===== src/rtl/leaf_stream_buffer_if.sv =====
// Stream-side bundle for leaf_stream_buffer: upstream push, downstream pop,
// per-channel flush and occupancy/high-water status.
interface leaf_stream_buffer_if #(
  parameter int PAYLOAD_BITS = 32,
  parameter int NUM_CH       = 2,
  parameter int DEPTH_BITS   = 2
);
  localparam int OCC_BITS = DEPTH_BITS + 1;

  logic [NUM_CH*PAYLOAD_BITS-1:0] din;
  logic [NUM_CH-1:0]              din_vld;
  logic [NUM_CH-1:0]              din_ack;
  logic [NUM_CH*PAYLOAD_BITS-1:0] dout;
  logic [NUM_CH-1:0]              dout_vld;
  logic [NUM_CH-1:0]              dout_ack;
  logic [NUM_CH-1:0]              flush;
  logic [NUM_CH*OCC_BITS-1:0]     occupancy;
  logic [NUM_CH*OCC_BITS-1:0]     high_water;

  modport master (
    output din, din_vld, dout_ack, flush,
    input  din_ack, dout, dout_vld, occupancy, high_water
  );

  modport slave (
    input  din, din_vld, dout_ack, flush,
    output din_ack, dout, dout_vld, occupancy, high_water
  );
endinterface


===== src/rtl/leaf_stream_buffer.sv =====
// Multi-channel elastic buffer: one independent DEPTH-entry FIFO per channel
// with synchronous flush, live occupancy and a sticky high-water mark.
module leaf_stream_buffer #(
  parameter int PAYLOAD_BITS = 32,
  parameter int NUM_CH       = 2,
  parameter int DEPTH_BITS   = 2
) (
  input  logic                  clk_user,
  input  logic                  reset_n,
  leaf_stream_buffer_if.slave   bus
);
  localparam int DEPTH    = 2 ** DEPTH_BITS;
  localparam int OCC_BITS = DEPTH_BITS + 1;
  // A depth-1 FIFO still needs a 1-bit pointer; it simply stays at 0.
  localparam int PTR_W    = (DEPTH_BITS > 0) ? DEPTH_BITS : 1;

  logic [NUM_CH-1:0]              ack_v;
  logic [NUM_CH-1:0]              vld_v;
  logic [NUM_CH*PAYLOAD_BITS-1:0] dout_v;
  logic [NUM_CH*OCC_BITS-1:0]     occ_v;
  logic [NUM_CH*OCC_BITS-1:0]     hw_v;

  for (genvar c = 0; c < NUM_CH; c++) begin : g_ch
    logic [PAYLOAD_BITS-1:0] mem [DEPTH];
    logic [PTR_W-1:0]        rd_ptr;
    logic [PTR_W-1:0]        wr_ptr;
    logic [OCC_BITS-1:0]     occ;
    logic [OCC_BITS-1:0]     occ_nxt;
    logic [OCC_BITS-1:0]     hw;
    logic                    full;
    logic                    not_empty;
    logic                    push;
    logic                    pop;
    logic                    flush_c;

    assign flush_c   = bus.flush[c];
    assign not_empty = (occ != '0);
    assign full      = (occ == OCC_BITS'(DEPTH));
    assign pop       = not_empty & bus.dout_ack[c];
    // A full FIFO can still accept when the head leaves in the same cycle.
    assign push      = bus.din_vld[c] & ~flush_c & (~full | pop);

    always_comb begin
      occ_nxt = occ;
      if (push && !pop) begin
        occ_nxt = occ + OCC_BITS'(1);
      end else if (pop && !push) begin
        occ_nxt = occ - OCC_BITS'(1);
      end
    end

    always_ff @(posedge clk_user or negedge reset_n) begin
      if (!reset_n) begin
        for (int i = 0; i < DEPTH; i++) begin
          mem[i] <= '0;
        end
        rd_ptr <= '0;
        wr_ptr <= '0;
        occ    <= '0;
        hw     <= '0;
      end else if (flush_c) begin
        rd_ptr <= '0;
        wr_ptr <= '0;
        occ    <= '0;
        hw     <= '0;
      end else begin
        if (push) begin
          mem[wr_ptr] <= bus.din[c*PAYLOAD_BITS +: PAYLOAD_BITS];
          wr_ptr      <= (wr_ptr == PTR_W'(DEPTH - 1)) ? '0 : wr_ptr + PTR_W'(1);
        end
        if (pop) begin
          rd_ptr <= (rd_ptr == PTR_W'(DEPTH - 1)) ? '0 : rd_ptr + PTR_W'(1);
        end
        occ <= occ_nxt;
        if (occ_nxt > hw) begin
          hw <= occ_nxt;
        end
      end
    end

    assign ack_v[c]                              = push;
    assign vld_v[c]                              = not_empty;
    assign dout_v[c*PAYLOAD_BITS +: PAYLOAD_BITS] = mem[rd_ptr];
    assign occ_v[c*OCC_BITS +: OCC_BITS]          = occ;
    assign hw_v[c*OCC_BITS +: OCC_BITS]           = hw;
  end

  assign bus.din_ack    = ack_v;
  assign bus.dout_vld   = vld_v;
  assign bus.dout       = dout_v;
  assign bus.occupancy  = occ_v;
  assign bus.high_water = hw_v;
endmodule


===== src/flat_wrapper.sv =====
// flat-port wrapper written by rule: the top's interface ports become plain ports
module leaf_stream_buffer_flat 
#(
  parameter int PAYLOAD_BITS = 32,
  parameter int NUM_CH       = 2,
  parameter int DEPTH_BITS   = 2
)
  (clk_user, reset_n, bus_din, bus_din_vld, bus_dout_ack, bus_flush, bus_din_ack, bus_dout, bus_dout_vld, bus_occupancy, bus_high_water);
  leaf_stream_buffer_if #(.PAYLOAD_BITS(PAYLOAD_BITS), .NUM_CH(NUM_CH), .DEPTH_BITS(DEPTH_BITS)) bus_i ();
  input  logic clk_user;
  input  logic reset_n;
  input wire logic [$bits(bus_i.din)-1:0] bus_din;
  input wire logic [$bits(bus_i.din_vld)-1:0] bus_din_vld;
  input wire logic [$bits(bus_i.dout_ack)-1:0] bus_dout_ack;
  input wire logic [$bits(bus_i.flush)-1:0] bus_flush;
  output wire logic [$bits(bus_i.din_ack)-1:0] bus_din_ack;
  output wire logic [$bits(bus_i.dout)-1:0] bus_dout;
  output wire logic [$bits(bus_i.dout_vld)-1:0] bus_dout_vld;
  output wire logic [$bits(bus_i.occupancy)-1:0] bus_occupancy;
  output wire logic [$bits(bus_i.high_water)-1:0] bus_high_water;
  assign bus_i.din = bus_din;
  assign bus_i.din_vld = bus_din_vld;
  assign bus_i.dout_ack = bus_dout_ack;
  assign bus_i.flush = bus_flush;
  assign bus_din_ack = bus_i.din_ack;
  assign bus_dout = bus_i.dout;
  assign bus_dout_vld = bus_i.dout_vld;
  assign bus_occupancy = bus_i.occupancy;
  assign bus_high_water = bus_i.high_water;
  leaf_stream_buffer #(.PAYLOAD_BITS(PAYLOAD_BITS), .NUM_CH(NUM_CH), .DEPTH_BITS(DEPTH_BITS)) u_core (.clk_user(clk_user), .reset_n(reset_n), .bus(bus_i));
endmodule

===== config.mk =====
export PLATFORM = sky130hd
export DESIGN_NAME = leaf_stream_buffer_flat
export DESIGN_NICKNAME = d
export VERILOG_FILES = /design/src/rtl/leaf_stream_buffer_if.sv /design/src/rtl/leaf_stream_buffer.sv /design/src/flat_wrapper.sv
export SDC_FILE = /design/constraint.sdc
export NUM_CORES = 1
export LEC_CHECK = 0
export ABC_AREA = 1
export BUFFER_PORTS_ARGS = -buffer_cell sky130_fd_sc_hd__buf_2
export CAP_MARGIN = 25
export CORE_ASPECT_RATIO = 1.5
export CORE_MARGIN = 4
export CORE_UTILIZATION = 30
export DETAILED_ROUTE_END_ITERATION = 12
export SLEW_MARGIN = 20
export SYNTH_ARGS = -nofsm -noshare
export SYNTH_HDL_FRONTEND = slang
export SYNTH_SLANG_ARGS = --single-unit

===== constraint.sdc =====
create_clock -name clk_user -period 4.1 [get_ports clk_user]
set_input_delay 0.205 -clock clk_user [delete_from_list [all_inputs] [get_ports clk_user]]
set_output_delay 0.205 -clock clk_user [all_outputs]
set_load 0.01 [all_outputs]

==> flow_metrics.tcl <==
set metrics [dict create \
    r2r-end "u_core.g_ch[0].hw[0]$_DFFE_PN0P_" \
    grt_pass1_vias 10254 \
    firstDrtPassIters 4 \
    slew_headroom_pct 37.1 \
    synth_nets 1205 \
    insertion_delay_ns 0.56 \
    clk_path_buf_depth 3 \
    drtIter0Drc 397 \
    min-delay-start "bus_dout_ack[0]" \
    skew_ns 0.0126 \
    ir_worst_vdd_v 0.000447 \
    syn_area_sq_um 13900 \
    synth.distinct_cells 28 \
    initial_core_util_pct 30.3 \
    final_cells 1915 \
    clock_sinks 276 \
    r2r-start "u_core.g_ch[0].occ[0]$_DFF_PN0_" \
    core_area_sq_um 45800 \
    clk_pin_slew_ns 0.06 \
    path_cells "inv_2 > buf_4 > o21ai_0 > o22ai_1 > buf_2" \
    wire_per_inst_um 17.8 \
    grt_first_pass_wirelength_um 55400 \
    post_cts_buffers 0 \
    dp.cells 1792 \
    powerDensity_nw_per_um2 700 \
    drive_above_1_share_pct 37.7 \
    die_area_sq_um 49900 \
    rsz0062_at_grt "false" \
    holdBufCountCts 67 \
    cts_root_buf "clkbuf_16" \
    top_level_ports 152 \
    cts_resized 0 \
    power_leakage_nw 7.87 \
    io_buffers 151 \
    finalCritPeriodShare_pct 67.3 \
    crit_required_ns 3.89 \
    cap_violations 0 \
    fin_tns_setup_ns 0 \
    grt_start_max_net_pins 126 \
    syn_avg_cell_area_sq_um 12.5 \
    hold_viol 0 \
    critPathKind "flop to primary output" \
    fin_nets 1397 \
    fp.dieH_um 271 \
    cp_slowest_stage_delay_ns 0.52 \
    routed_wl_um 34100 \
    vias 9269 \
    n_fill_cell 4372 \
    syn_to_final_growth_pct 20.6 \
    drc 0 \
    numCtsBuffers 30 \
    hp-class "primary input to flop" \
    hold_depth 4 \
    place_congestion 0.815 \
    synth-seq-cells 276 \
    clock.fmax_ghz 0.362 \
    min_to "u_core.g_ch[0].rd_ptr[1]$_DFFE_PN0P_" \
    reg2reg_slack_ns 1.67 \
    crit_slowest_cell "inv_2" \
    holdWs_ns 0.0536 \
    hpwl_um 20500 \
    yosysSeqAreaShare_pct 49.7 \
    cp_top_family "buffers and inverters" \
    grt_overflow_total 0 \
    n_antenna_cell 0 \
    period_minus_slack_ns 2.76 \
    die_w_um 184 \
    tightest_slew_ns 0.944 \
    grt_use_total_pct 13.5 \
    path_buf_inv 3 \
    maxSlewViolCount 0 \
    synthesis.instances 1111 \
    cp_max_fo 38 \
    cp.arrival_ns 2.55 \
    antenna_found_initial 0 \
    synth.yosys.warnings 0 \
    reg2reg_depth 16 \
    via_per_inst 4.84 \
    crit_path_end_kind "primary output" \
    ant_nets 0 \
    outcome "finished, final reports clean" \
    cts_max_level 1 \
    setup_violations 0 \
    worstSetupStartpointType "flop" \
    fp-row-count 96 \
    cts_tree "done" \
]
## area by class of cell
class / count / area (sq um) / area share [%]
timing repair buffer: 230 / 1540 / 9.19
clock inverter: 17 / 181 / 1.08
clock buffer: 39 / 876 / 5.23
tap: 588 / 736 / 4.39
inverter: 43 / 166 / 0.993
multi-input combinational: 722 / 6340 / 37.9
sequential: 276 / 6910 / 41.2
## cells by family (layout without fill, tap and decap cells)
logic type               count (synthesis)  after routing  synth area share, %
buffers and inverters                  113            329                 4.57
AO/OA/AOI/OAI                          206            206                 8.02
flip-flops                             276            276                 49.7
AND/OR/NAND/NOR                        236            236                 8.32
adder cells (fa/ha/maj)                 22             22                 1.98
multiplexers                           256            256                 27.2
XOR/XNOR                                 2              2                0.126
## per-stage QoR
stage	utilization [%]	setup WS [ns]	total power, mW	instance area [sq um]
floorplan	-	1.91	7.58	13900
global placement	32.8	1.79	8.69	15000
detailed placement	32.8	1.71	8.81	15000
CTS	36.6	1.34	11.9	16800
global route	36.6	1.19	12.4	16800
finish	36.6	1.34	11.7	16800
## worst reg2reg max path: cells and delay by family, from the launching register on
kind,cells,cell delay [ns]
AND/OR/NAND/NOR,10,0.94
adder cells (fa/ha/maj),2,0.54
buffers and inverters,3,0.25
AO/OA/AOI/OAI,1,0.18
flip-flops,1,0.41
## layer usage
| metal | vias to the layer above | part of all wire (%) | GRT usage (%) | wire length, um |
|---|---|---|---|---|
| li1 | 4244 | - | - | - |
| met1 | 4726 | 42 | 16.8 | 14500 |
| met2 | 218 | 50 | 23.6 | 17000 |
| met3 | 81 | 4.2 | 1.74 | 1440 |
| met4 | 0 | 3.7 | 5.39 | 1250 |
| met5 | - | 0 | 0 | 0 |
## registers in the layout, indices dropped and copies added, names as in the netlist
signal,cells
u_core.g_ch.hw,6
u_core.g_ch.mem,256
u_core.g_ch.occ,6
u_core.g_ch.rd_ptr,4
u_core.g_ch.wr_ptr,4
## cells in the final DEF (no fill, tap or decap), drive strengths merged
master and n:
inv 45, clkinv 9, nor3 4, nand4 5, dlygate4sd3 67, nor2 144
o21ai 137, a22oi 1, dfrtp 276, o22ai 64, nand3b 2, nand2 56
mux2 256, bufinv 3, clkinvlp 3, ha 22, a21oi 4, xnor2 2
buf 163, nand3 25, clkbuf 39
## worst max path at each step
stage                                         startpoint                               end  slack, ns  depth (start not counted)
CTS                 u_core.g_ch[0].rd_ptr[0]$_DFFE_PN0P_                      bus_dout[14]       1.34                          5
finish              u_core.g_ch[0].rd_ptr[0]$_DFFE_PN0P_                      bus_dout[14]       1.34                          5
floorplan                u_core.g_ch[1].occ[0]$_DFF_PN0_  u_core.g_ch[1].hw[1]$_DFFE_PN0P_       1.91                         16
global placement         u_core.g_ch[0].occ[0]$_DFF_PN0_  u_core.g_ch[0].hw[2]$_DFFE_PN0P_       1.79                         16
global route        u_core.g_ch[0].rd_ptr[0]$_DFFE_PN0P_                      bus_dout[14]       1.19                          5
detailed placement       u_core.g_ch[1].occ[0]$_DFF_PN0_  u_core.g_ch[1].hw[1]$_DFFE_PN0P_       1.71                         16
## Yosys cell counts
cell / instances / area, sq um
ha_1: 22 / 275
mux2_2: 16 / 180
nor3_1: 4 / 20.0
buf_2: 8 / 40.0
o22ai_1: 64 / 400
xnor2_1: 2 / 17.5
nand2_1: 52 / 195
nand2_4: 2 / 22.5
inv_1: 37 / 139
buf_6: 24 / 270
a22oi_1: 1 / 7.51
buf_4: 4 / 30.0
nand3_1: 21 / 105
o21ai_0: 135 / 676
inv_4: 2 / 12.5
nand2_8: 2 / 40.0
mux2_4: 240 / 3600
clkbuf_1: 34 / 128
dfrtp_1: 276 / 6910
nand3_2: 2 / 20.0
nand4_1: 5 / 31.3
nor2_1: 136 / 510
inv_2: 4 / 15.0
o21ai_1: 2 / 10.0
a21oi_1: 4 / 20.0
nand3b_1: 2 / 15.0
nor2_8: 8 / 160
nand3_4: 2 / 35.0
## report_power, final
part | internal, mW | leakage [nW] | switching [mW]
Combinational | 2.34 | 3.97 | 1.89
Clock | 1.70 | 0.522 | 1.18
Sequential | 3.93 | 3.38 | 0.695
Power figures use the tool's default switching activity.
